File: src/rtl/id_stage_pkg.sv
// rtl/id_stage_pkg.sv - shared decode-stage constants, bus widths and decoded-op enumeration
// Bus width helpers take XLEN so every pipeline stage derives identical layouts:
//   fs bus  : {pc, inst}
//   ds bus  : {op, is_word, funct3, rs1_val, rs2_val, imm, dest, pc, illegal}
//   fwd bus : {valid, we, dest, is_load, data}
package id_stage_pkg;

  localparam logic [6:0] OPC_LUI       = 7'b0110111;
  localparam logic [6:0] OPC_AUIPC     = 7'b0010111;
  localparam logic [6:0] OPC_JAL       = 7'b1101111;
  localparam logic [6:0] OPC_JALR      = 7'b1100111;
  localparam logic [6:0] OPC_BRANCH    = 7'b1100011;
  localparam logic [6:0] OPC_LOAD      = 7'b0000011;
  localparam logic [6:0] OPC_STORE     = 7'b0100011;
  localparam logic [6:0] OPC_OP_IMM    = 7'b0010011;
  localparam logic [6:0] OPC_OP        = 7'b0110011;
  localparam logic [6:0] OPC_OP_IMM_32 = 7'b0011011;
  localparam logic [6:0] OPC_OP_32     = 7'b0111011;

  typedef enum logic [4:0] {
    OP_ADD, OP_SUB, OP_SLL, OP_SLT, OP_SLTU, OP_XOR, OP_SRL, OP_SRA, OP_OR, OP_AND,
    OP_LUI, OP_AUIPC, OP_JAL, OP_JALR, OP_BRANCH, OP_LOAD, OP_STORE, OP_ILLEGAL
  } dec_op_e;

  function automatic int fs_bus_w(input int xlen);
    return xlen + 32;
  endfunction

  function automatic int ds_bus_w(input int xlen);
    return 4 * xlen + 15;
  endfunction

  function automatic int fwd_bus_w(input int xlen);
    return xlen + 8;
  endfunction

  // alt selects SUB/SRA; callers only raise it where funct7[5] is meaningful
  function automatic dec_op_e alu_op(input logic [2:0] f3, input logic alt);
    case (f3)
      3'b000:  return alt ? OP_SUB : OP_ADD;
      3'b001:  return OP_SLL;
      3'b010:  return OP_SLT;
      3'b011:  return OP_SLTU;
      3'b100:  return OP_XOR;
      3'b101:  return alt ? OP_SRA : OP_SRL;
      3'b110:  return OP_OR;
      default: return OP_AND;
    endcase
  endfunction

endpackage

File: src/rtl/id_stage_regfile.sv
// rtl/id_stage_regfile.sv - NREG x XLEN register file, 2 async reads, 1 sync write
// Ports: clk_i/reset_i; raddr1_i/raddr2_i -> rdata1_o/rdata2_o; we_i/waddr_i/wdata_i write port.
// x0 always reads zero; a read of the address being written returns the write data.
module id_stage_regfile #(
  parameter int XLEN = 32,
  parameter int NREG = 32
) (
  input  logic                    clk_i,
  input  logic                    reset_i,
  input  logic [$clog2(NREG)-1:0] raddr1_i,
  input  logic [$clog2(NREG)-1:0] raddr2_i,
  output logic [XLEN-1:0]         rdata1_o,
  output logic [XLEN-1:0]         rdata2_o,
  input  logic                    we_i,
  input  logic [$clog2(NREG)-1:0] waddr_i,
  input  logic [XLEN-1:0]         wdata_i
);

  logic [XLEN-1:0] regs_q [NREG];

  always_ff @(posedge clk_i) begin
    if (reset_i) begin
      for (int i = 0; i < NREG; i++) regs_q[i] <= '0;
    end else if (we_i && (waddr_i != '0)) begin
      regs_q[waddr_i] <= wdata_i;
    end
  end

  assign rdata1_o = (raddr1_i == '0) ? '0 :
                    (we_i && (waddr_i == raddr1_i)) ? wdata_i : regs_q[raddr1_i];
  assign rdata2_o = (raddr2_i == '0) ? '0 :
                    (we_i && (waddr_i == raddr2_i)) ? wdata_i : regs_q[raddr2_i];

endmodule

File: src/rtl/id_stage.sv
// rtl/id_stage.sv - decode stage: pipeline register, decode, operand read/forward, branch resolve
// Ports: clk/reset; fs_to_ds_valid/fs_to_ds_bus/ds_allowin from fetch; ds_to_es_valid/
// ds_to_es_bus/es_allowin to execute; br_bus {taken, target} to fetch; es/ms_fwd_bus producer
// info; ws_we/ws_waddr/ws_wdata register write-back.
// Macro ID_BYPASS_EN: defined -> forward es > ms > ws, stall only on an es load; undefined ->
// stall on any RAW hazard against es, ms or the current ws write.
module id_stage
  import id_stage_pkg::*;
#(
  parameter int XLEN = 32,
  parameter int NREG = 32
) (
  input  logic                      clk,
  input  logic                      reset,
  input  logic                      fs_to_ds_valid,
  input  logic [fs_bus_w(XLEN)-1:0] fs_to_ds_bus,
  output logic                      ds_allowin,
  output logic                      ds_to_es_valid,
  output logic [ds_bus_w(XLEN)-1:0] ds_to_es_bus,
  input  logic                      es_allowin,
  output logic [XLEN:0]             br_bus,
  input  logic [fwd_bus_w(XLEN)-1:0] es_fwd_bus,
  input  logic [fwd_bus_w(XLEN)-1:0] ms_fwd_bus,
  input  logic                      ws_we,
  input  logic [$clog2(NREG)-1:0]   ws_waddr,
  input  logic [XLEN-1:0]           ws_wdata
);

  localparam int FS_BUS_W = fs_bus_w(XLEN);
  localparam int AW       = $clog2(NREG);

  logic                ds_valid_q, ds_valid_d;
  logic [FS_BUS_W-1:0] ds_bus_q, ds_bus_d;
  logic                ds_ready_go, br_taken, cond;
  logic [XLEN-1:0]     br_target, pc, imm;
  logic [31:0]         inst;

  assign {pc, inst} = ds_bus_q;

  logic [6:0] opcode;
  logic [4:0] rd, rs1, rs2, dest;
  logic [2:0] f3;
  assign opcode = inst[6:0];
  assign rd     = inst[11:7];
  assign f3     = inst[14:12];
  assign rs1    = inst[19:15];
  assign rs2    = inst[24:20];

  logic [XLEN-1:0] imm_i, imm_s, imm_b, imm_u, imm_j;
  assign imm_i = XLEN'($signed(inst[31:20]));
  assign imm_s = XLEN'($signed({inst[31:25], inst[11:7]}));
  assign imm_b = XLEN'($signed({inst[31], inst[7], inst[30:25], inst[11:8], 1'b0}));
  assign imm_u = XLEN'($signed({inst[31:12], 12'b0}));
  assign imm_j = XLEN'($signed({inst[31], inst[19:12], inst[20], inst[30:21], 1'b0}));

  dec_op_e op;
  logic    is_word, illegal, use_rs1, use_rs2, writes_rd;

  always_comb begin
    op        = OP_ADD;
    is_word   = 1'b0;
    illegal   = 1'b0;
    use_rs1   = 1'b0;
    use_rs2   = 1'b0;
    writes_rd = 1'b0;
    imm       = '0;
    case (opcode)
      OPC_LUI:    begin op = OP_LUI;   imm = imm_u; writes_rd = 1'b1; end
      OPC_AUIPC:  begin op = OP_AUIPC; imm = imm_u; writes_rd = 1'b1; end
      OPC_JAL:    begin op = OP_JAL;   imm = imm_j; writes_rd = 1'b1; end
      OPC_JALR: begin
        op = OP_JALR; imm = imm_i; use_rs1 = 1'b1; writes_rd = 1'b1;
        illegal = (f3 != 3'b000);
      end
      OPC_BRANCH: begin
        op = OP_BRANCH; imm = imm_b; use_rs1 = 1'b1; use_rs2 = 1'b1;
        illegal = (f3 == 3'b010) || (f3 == 3'b011);
      end
      OPC_LOAD:   begin op = OP_LOAD;  imm = imm_i; use_rs1 = 1'b1; writes_rd = 1'b1; end
      OPC_STORE:  begin op = OP_STORE; imm = imm_s; use_rs1 = 1'b1; use_rs2 = 1'b1; end
      OPC_OP_IMM, OPC_OP_IMM_32: begin
        // only the shift-right immediate form carries an alt bit in funct7
        op = alu_op(f3, (f3 == 3'b101) && inst[30]);
        imm = imm_i; use_rs1 = 1'b1; writes_rd = 1'b1;
        is_word = (opcode == OPC_OP_IMM_32);
        illegal = is_word && (XLEN != 64);
      end
      OPC_OP, OPC_OP_32: begin
        op = alu_op(f3, inst[30]);
        use_rs1 = 1'b1; use_rs2 = 1'b1; writes_rd = 1'b1;
        is_word = (opcode == OPC_OP_32);
        illegal = is_word && (XLEN != 64);
      end
      default: begin op = OP_ILLEGAL; illegal = 1'b1; end
    endcase
    if ((use_rs1 && (32'(rs1) >= NREG)) || (use_rs2 && (32'(rs2) >= NREG)) ||
        (writes_rd && (32'(rd) >= NREG)))
      illegal = 1'b1;
  end

  assign dest = writes_rd ? rd : 5'd0;

  logic [1:0][XLEN-1:0] rf_val, opnd;
  logic [1:0][4:0]      src;
  logic [1:0]           src_used, src_stall;

  assign src      = {rs2, rs1};
  assign src_used = {use_rs2, use_rs1};

  id_stage_regfile #(.XLEN(XLEN), .NREG(NREG)) u_regfile (
    .clk_i    (clk),
    .reset_i  (reset),
    .raddr1_i (rs1[AW-1:0]),
    .raddr2_i (rs2[AW-1:0]),
    .rdata1_o (rf_val[0]),
    .rdata2_o (rf_val[1]),
    .we_i     (ws_we),
    .waddr_i  (ws_waddr),
    .wdata_i  (ws_wdata)
  );

  logic            es_v, es_we, es_ld, ms_v, ms_we, ms_ld;
  logic [4:0]      es_dest, ms_dest;
  logic [XLEN-1:0] es_data, ms_data;
  assign {es_v, es_we, es_dest, es_ld, es_data} = es_fwd_bus;
  assign {ms_v, ms_we, ms_dest, ms_ld, ms_data} = ms_fwd_bus;

  for (genvar k = 0; k < 2; k++) begin : g_src
    logic es_hit, ms_hit, ws_hit;
    assign es_hit = src_used[k] && (src[k] != 5'd0) && es_v && es_we && (es_dest == src[k]);
    assign ms_hit = src_used[k] && (src[k] != 5'd0) && ms_v && ms_we && (ms_dest == src[k]);
    assign ws_hit = src_used[k] && (src[k] != 5'd0) && ws_we && (5'(ws_waddr) == src[k]);
`ifdef ID_BYPASS_EN
    assign src_stall[k] = es_hit && es_ld;
    assign opnd[k] = es_hit ? es_data : ms_hit ? ms_data : ws_hit ? ws_wdata : rf_val[k];
`else
    assign src_stall[k] = es_hit || ms_hit || ws_hit;
    assign opnd[k] = rf_val[k];
`endif
  end

`ifdef ID_BYPASS_EN
  logic unused_fwd;
  assign unused_fwd = ms_ld;
`else
  logic unused_fwd;
  assign unused_fwd = ^{es_ld, ms_ld, es_data, ms_data};
`endif

  assign ds_ready_go = ~|src_stall;

  always_comb begin
    cond = 1'b0;
    if ((op == OP_JAL) || (op == OP_JALR)) begin
      cond = 1'b1;
    end else if (op == OP_BRANCH) begin
      case (f3)
        3'b000:  cond = (opnd[0] == opnd[1]);
        3'b001:  cond = (opnd[0] != opnd[1]);
        3'b100:  cond = ($signed(opnd[0]) < $signed(opnd[1]));
        3'b101:  cond = ($signed(opnd[0]) >= $signed(opnd[1]));
        3'b110:  cond = (opnd[0] < opnd[1]);
        3'b111:  cond = (opnd[0] >= opnd[1]);
        default: cond = 1'b0;
      endcase
    end
    if (illegal) cond = 1'b0;
  end

  assign br_taken  = ds_valid_q && ds_ready_go && es_allowin && cond;
  assign br_target = (op == OP_JALR) ? ((opnd[0] + imm) & ~XLEN'(1)) : (pc + imm);
  assign br_bus    = {br_taken, br_target};

  assign ds_allowin     = !ds_valid_q || (ds_ready_go && es_allowin);
  assign ds_to_es_valid = ds_valid_q && ds_ready_go;
  assign ds_to_es_bus   = {op, is_word, f3, opnd[0], opnd[1], imm, dest, pc, illegal};

  // A taken branch squashes whatever fetch presents in the same cycle.
  always_comb begin
    ds_valid_d = ds_valid_q;
    ds_bus_d   = ds_bus_q;
    if (ds_allowin) ds_valid_d = fs_to_ds_valid && !br_taken;
    if (fs_to_ds_valid && ds_allowin) ds_bus_d = fs_to_ds_bus;
  end

  always_ff @(posedge clk) begin
    if (reset) begin
      ds_valid_q <= 1'b0;
      ds_bus_q   <= '0;
    end else begin
      ds_valid_q <= ds_valid_d;
      ds_bus_q   <= ds_bus_d;
    end
  end

endmodule
File: config.mk
export PLATFORM = sky130hd
export DESIGN_NAME = id_stage
export DESIGN_NICKNAME = d
export VERILOG_FILES = /design/src/rtl/id_stage_pkg.sv /design/src/rtl/id_stage_regfile.sv /design/src/rtl/id_stage.sv
export SDC_FILE = /design/constraint.sdc
export NUM_CORES = 2
export LEC_CHECK = 0
export ABC_AREA = 1
export BUFFER_PORTS_ARGS = -buffer_cell sky130_fd_sc_hd__buf_2
export CAP_MARGIN = 40
export CELL_PAD_IN_SITES_DETAIL_PLACEMENT = 0
export CELL_PAD_IN_SITES_GLOBAL_PLACEMENT = 2
export CORE_ASPECT_RATIO = 1.25
export CORE_UTILIZATION = 41
export CTS_CLUSTER_SIZE = 30
export DETAILED_ROUTE_END_ITERATION = 7
export PLACE_DENSITY_LB_ADDON = 0.1
export SLEW_MARGIN = 20
export SYNTH_ARGS = -nofsm -noshare
export SYNTH_HDL_FRONTEND = slang
export SYNTH_SLANG_ARGS = --single-unit
File: constraint.sdc
create_clock -name clk -period 13.3 [get_ports clk]
set_input_delay 1.33 -clock clk [delete_from_list [all_inputs] [get_ports clk]]
set_output_delay 1.33 -clock clk [all_outputs]
set_load 0.02 [all_outputs]
Word level (Yosys, flattened, before mapping)
Memories as Yosys holds them, arrays and structs flattened. A register that Yosys moved wholly into a read port is not among the register bits.
Cells that the tools add are included.

word-level totals
  register bits = 65
  memory bits (writable) = 1024
  input bits = 186
  word-level logic and storage cells = 128
  memories kept = 1

operators by class
  $add $sub $neg = 2
  order comparisons = 4
  equality and inequality tests = 29
  mux-type cells = 35
  reductions and logical operators = 55

memories
  name              depth  bits a word  read ports  clocked after Yosys merged registers in  wr ports  RTL line                RTL
  u_regfile.regs_q  32     32           2           2                                        32        id_stage_regfile.sv:19  logic [XLEN-1:0] regs_q [NREG];

operators with widths
  cell                                            count
  2-to-1 mux 32 bit                               6
  one-hot mux 32 bit (5 select lines)             1
  adder 32 bit                                    2
  greater-or-equal comparator 32 bit              2
  less-than comparator 32 bit                     2
  one-hot mux 4 bit (7 select lines)              2
  one-hot mux 5 bit (9 select lines)              1
  == test 32 bit                                  1
  inequality test 32 bit                          1
  OR reduction 32 bit                             1
  == test 5 bit                                   6
  2-to-1 mux 5 bit                                6
  == test 7 x 6 -> 1 bit (second input constant)  4
  logical AND 1 bit                               28
  == test 7 x 5 -> 1 bit (second input constant)  3
  == test 7 bit (second input constant)           3
  2-to-1 mux 1 bit                                16
  == test 5 x 4 -> 1 bit (second input constant)  3
  nonzero test 5 bit                              3
  == test 3 bit (second input constant)           4
  zero test 5 bit                                 2
  OR reduction 9 bit                              1
  OR reduction 2 bit                              4
  OR reduction 4 bit                              2
  12 further kinds                                21

Logic depth before layout (Yosys ltp)
  depth in word-level cells = 16
  depth in mapped cells = 30
  mapped depth without buffers = 30

Modules after synthesis
A second synthesis with hierarchy kept.

unflattened totals
  cell total of the unflattened synthesis = 8731
  area total of the unflattened synthesis = 66466.2 µm²

by module, submodules not included
  module            times used  cells an instance  area each (µm²)
  id_stage_regfile  1           7431               58389.8
  id_stage          1           1300               8076.5

Worst setup path after synthesis
Ideal clock, no wire load.

  path kind = in2out
  from = in ws_waddr[0]
  to = out br_bus[32]
  data arrival time = 4.840 ns
  data required time = 11.970 ns
  path slack = 7.130 ns
  cell stages on the path = 24
  cells stage by stage = inv_1 o22ai_1 nor2_1 nand3_2 inv_1 clkbuf_1 clkbuf_1 a211oi_1 ha_1 a21oi_1 nor2_1 a211oi_1 o221ai_1 a221oi_1 nand3_1 nand2_1 inv_1 nor2_1 nand3_1 nand2_1 nand2_1 nand2_1 inv_1 buf_4

between the ends
  word-level cells in the longest chain between the ends = 10

ends and longest elaborated chain
  item                                                              RTL line                RTL
  start, declared                                                   id_stage.sv:25          input logic [$clog2(NREG)-1:0] ws_waddr,
  == test 5 bit (*)                                                 id_stage_regfile.sv:30  (we_i && (waddr_i == raddr1_i)) ? wdata_i : regs_q[raddr1_i];
  logical AND 1 bit (*)                                             id_stage_regfile.sv:30
  2-to-1 mux 32 bit (*)                                             id_stage_regfile.sv:30
  2-to-1 mux 32 bit (*)                                             id_stage_regfile.sv:29  assign rdata1_o = (raddr1_i == '0) ? '0 :
  named net ds_to_es_bus[119]                                       id_stage.sv:19          output logic [ds_bus_w(XLEN)-1:0] ds_to_es_bus,
  greater-or-equal comparator 32 bit, or another cell as far along  id_stage.sv:163         3'b111: cond = (opnd[0] >= opnd[1]);
  one-hot mux 1 bit (6 select lines) (*)                            id_stage.sv:157         case (f3)
  2-to-1 mux 1 bit (*)                                              id_stage.sv:156         end else if (op == OP_BRANCH) begin
  2-to-1 mux 1 bit (*)                                              id_stage.sv:154         if ((op == OP_JAL) || (op == OP_JALR)) begin
  2-to-1 mux 1 bit (*)                                              id_stage.sv:167         if (illegal) cond = 1'b0;
  logical AND 1 bit (*)                                             id_stage.sv:170         assign br_taken = ds_valid_q && ds_ready_go && es_allowin && cond;
  end, declared                                                     id_stage.sv:21          output logic [XLEN:0] br_bus,

Mark *: on every way through the listed nets, which the timed path passes. The rest lies on a longest branch.

==> results.md <==
* Final Max Slew Viols at 0
* FFs w/ async S/R, synth at 0
* Maximum VDD drop at 105.8 µV
* Main combinational cell family by area after synthesis: compound AO/OA/AOI/OAI gates
* Final Cycle Share at 0.6694
* Core area at 150800 µm²
* First-pass GRT wire length at 388500 µm
* Quantity of gates resized following cts at 0
* Largest net degree at the start of global routing at 171
* Clock transition at path regs at 0.06 ns
* Slowest stage cell, crit path: buf_4
* RSZ-0062 raised after global routing: no
* Met3 WL post-DR at 24320 µm
* Number of setup buffers added after CTS at 0
* Die Width at 351.2 µm
* # diodes at 0
* Final Critical Period at 8.902 ns
* # rows at 159
* P_int at 0.006279 W
* Simple-Gate Fraction of Synth Area at 0.1497
* Synth area leaders: edfxtp_1 (49%), o21ai_0 (13%), nor2_1 (10%)
* Startpoint types: flip-flop
* Count leader, synth: nor2_1
* Mapped Avg Cell Area at 8.370 µm²
* Slew Limit Headroom at 0.3079
* WL final at 277600 µm
* Endpoints failing hold at 0
* Power share of the clock group at 0.356
* Top achievable clock speed at 112.3 MHz
* Post-synth EDFFs at 1024
* Power, Total at 0.009282 W
* Sequential Power Share at 0.440
* I/O pins at 364
* H-tree depth at 3
* WS Path Type: flip-flop to primary output
* Routed vias/inst at 6.151
* Seq cells post-synth at 1099
* Ys Warns at 0
* Root buf cell: clkbuf_16
* PortBufs at 297
* Dpl hpwl at 159500 µm
* Top Layer Used: met5
* CP peak stage delay at 0.77 ns
* Post-Synth Adder-Cell Area at 0.01886
* Critical Path AT at 7.57 ns
* Critical path peak fanout at 76
* Routability cong. at 0.9234
* Power per cell area at 133.1 nW/µm²
* Most used cell, CP: nand2_1
* CTS buffer count at 118
* Multiplexer area fraction after synthesis at 0
* Clk sinks at 1099
* Worst setup EP type: primary output
* Drt first pass iters at 6
* Pleak at 26.81 nW
* Initial antenna violation count at 6
* Mapped Cells at 7466
* Vias in the first global route at 55.36k
* Vias at 58.59k
* Metal2 WL at 132900 µm
* Cts hold-fix bufs at 0
* Synth Area in Compound Gates at 0.2378
* Worst skew pair latency at 0.78 ns
* Die Span Y at 438.5 µm
* CTS tree: yes
* Initial Utilization at 0.4144
* Total negative setup slack at 0 ns
* Number of max-cap violations at 0
* Least-Margin Pin Slew at 1.038 ns
* Gate power share at 0.204
* Switching share of power at 0.3235
* Top_reg_cell synth: edfxtp_1
* Post-synthesis sequential area ratio at 0.5161
* Synth cell count leaders: nor2_1 (1710), o21ai_0 (1605), edfxtp_1 (1024), a21oi_1 (655), clkbuf_1 (620)
* Setup violations, final at 0
* Net Sw Power at 0.003003 W
* Drt wl/cell at 29.14 µm
* ANT nets after route at 0
* M1 WL at 104600 µm
* Crit path required time at 11.97 ns
* Synth cell types at 56
* Share of cells above drive strength 1 at 0.1067
* Setup Skew at 0.01639 ns
* Total grt overflow at 0
* Synth top area share at 0.4921
* Drt drc at 0
* Area delta synth->final at 11.61%
* CTS max path bufs at 3
* Die area at 154000 µm²
* XOR/XNOR Fraction of Synth Area at 0.002943
* Total global-route track usage at 0.3512
* Mapped cell area at 62490 µm²
* Drt initial violations at 6746
* Synth area leader: edfxtp_1
* Status: complete, no violations
* Worst min-delay path category: flip-flop to flip-flop
* Fin nets at 7688
## path summary, 6_finish.rpt
path | start | end | slack (ns) | depth (start not counted)
setup / recovery | flip-flop | br_bus[32] | 4.40 | 26
hold / removal | ds_bus_q[26]$_SDFFE_PP0P_ | ds_bus_q[26]$_SDFFE_PP0P_ | 0.49 | 2
setup reg to reg | flip-flop | ds_valid_q$_SDFFE_PP0N_ | 6.45 | 27
hold reg to reg | ds_bus_q[26]$_SDFFE_PP0P_ | ds_bus_q[26]$_SDFFE_PP0P_ | 0.49 | 2
## power by group through the flow
stage	Sequential, W	Clock (W)	Combinational, W
2_1_floorplan	0.00410	0	0.00108
3_3_place_gp	0.00415	0	0.00182
3_5_place_dp	0.00415	0	0.00184
4_1_cts	0.00408	0.00333	0.00185
5_1_grt	0.00410	0.00345	0.00201
6_report	0.00409	0.00330	0.00189
## logic make-up after synthesis
group / count (synthesis)
fa+ha+maj: 93
xor+xnor: 21
buf+inv: 1193
other cells: 1
simple gates: 2359
compound gates: 2700
flops: 1099
## worst max-delay path: cells and delay by family (launching register included)
kind / cells / cell delay [ns]
buffers and inverters: 7 / 2.78
AOI/OAI and AO/OA: 8 / 1.98
and+or+nand+nor: 10 / 0.85
DFF: 1 / 0.69
adders and majority gates: 1 / 0.33
## per-layer routing
| layer | track usage | vias up |
|---|---|---|
| met5 | 0 | - |
| met4 | 0.1865 | 4 |
| met3 | 0.05686 | 675 |
| met2 | 0.5884 | 3178 |
| met1 | 0.4327 | 28630 |
| li1 | - | 26100 |
## final cells by class
type | instances | area (µm²)
well taps | 2012 | 2517
clock buffers | 154 | 3204
fillers | 14650 | 81050
repair buffers | 502 | 3348
clock inverters | 71 | 570.5
multi-input cells | 5205 | 25960
inverters | 483 | 1856
flip-flops and latches | 1099 | 32280
## layout by cell type, fill, tap and decap left out, types with 58 or more instances in the layout
master | netlist | routed
nor2_1 | 1710 | 1710
o21ai_0 | 1605 | 1599
edfxtp_1 | 1024 | 1024
a21oi_1 | 655 | 655
inv_1 | 468 | 464
buf_2 | 22 | 310
nand2_1 | 343 | 280
o221ai_1 | 246 | 246
nand3_1 | 226 | 225
buf_4 | 40 | 169
clkbuf_16 | 0 | 121
ha_1 | 91 | 91
o22ai_1 | 66 | 66
dfxtp_1 | 75 | 65
nand2_2 | 5 | 58
## registers in the layout, indices dropped and copies added (netlist names), named ones only
name / flops
ds_bus_q: 64
ds_valid_q: 1
u_regfile.regs_q: 1024
## metrics by stage
| step | instances | cell area, µm² | hold slack (ns) | setup slack, ns | utilization |
|---|---|---|---|---|---|
| 6_report | 9526 | 69740 | 0.4923 | 4.398 | 0.4625 |
| 5_1_grt | 9526 | 69740 | 0.5169 | 4.088 | 0.4625 |
| 4_1_cts | 9521 | 69610 | 0.4903 | 4.531 | 0.4616 |
| 3_5_place_dp | 9296 | 65830 | 0.4817 | 5.387 | 0.4366 |
| 3_3_place_gp | 9265 | 65470 | 0.4701 | 5.301 | 0.4341 |
| 2_1_floorplan | 7497 | 62600 | 0.4449 | 7.130 | - |
No activity file was read; power rests on OpenSTA's default activity.
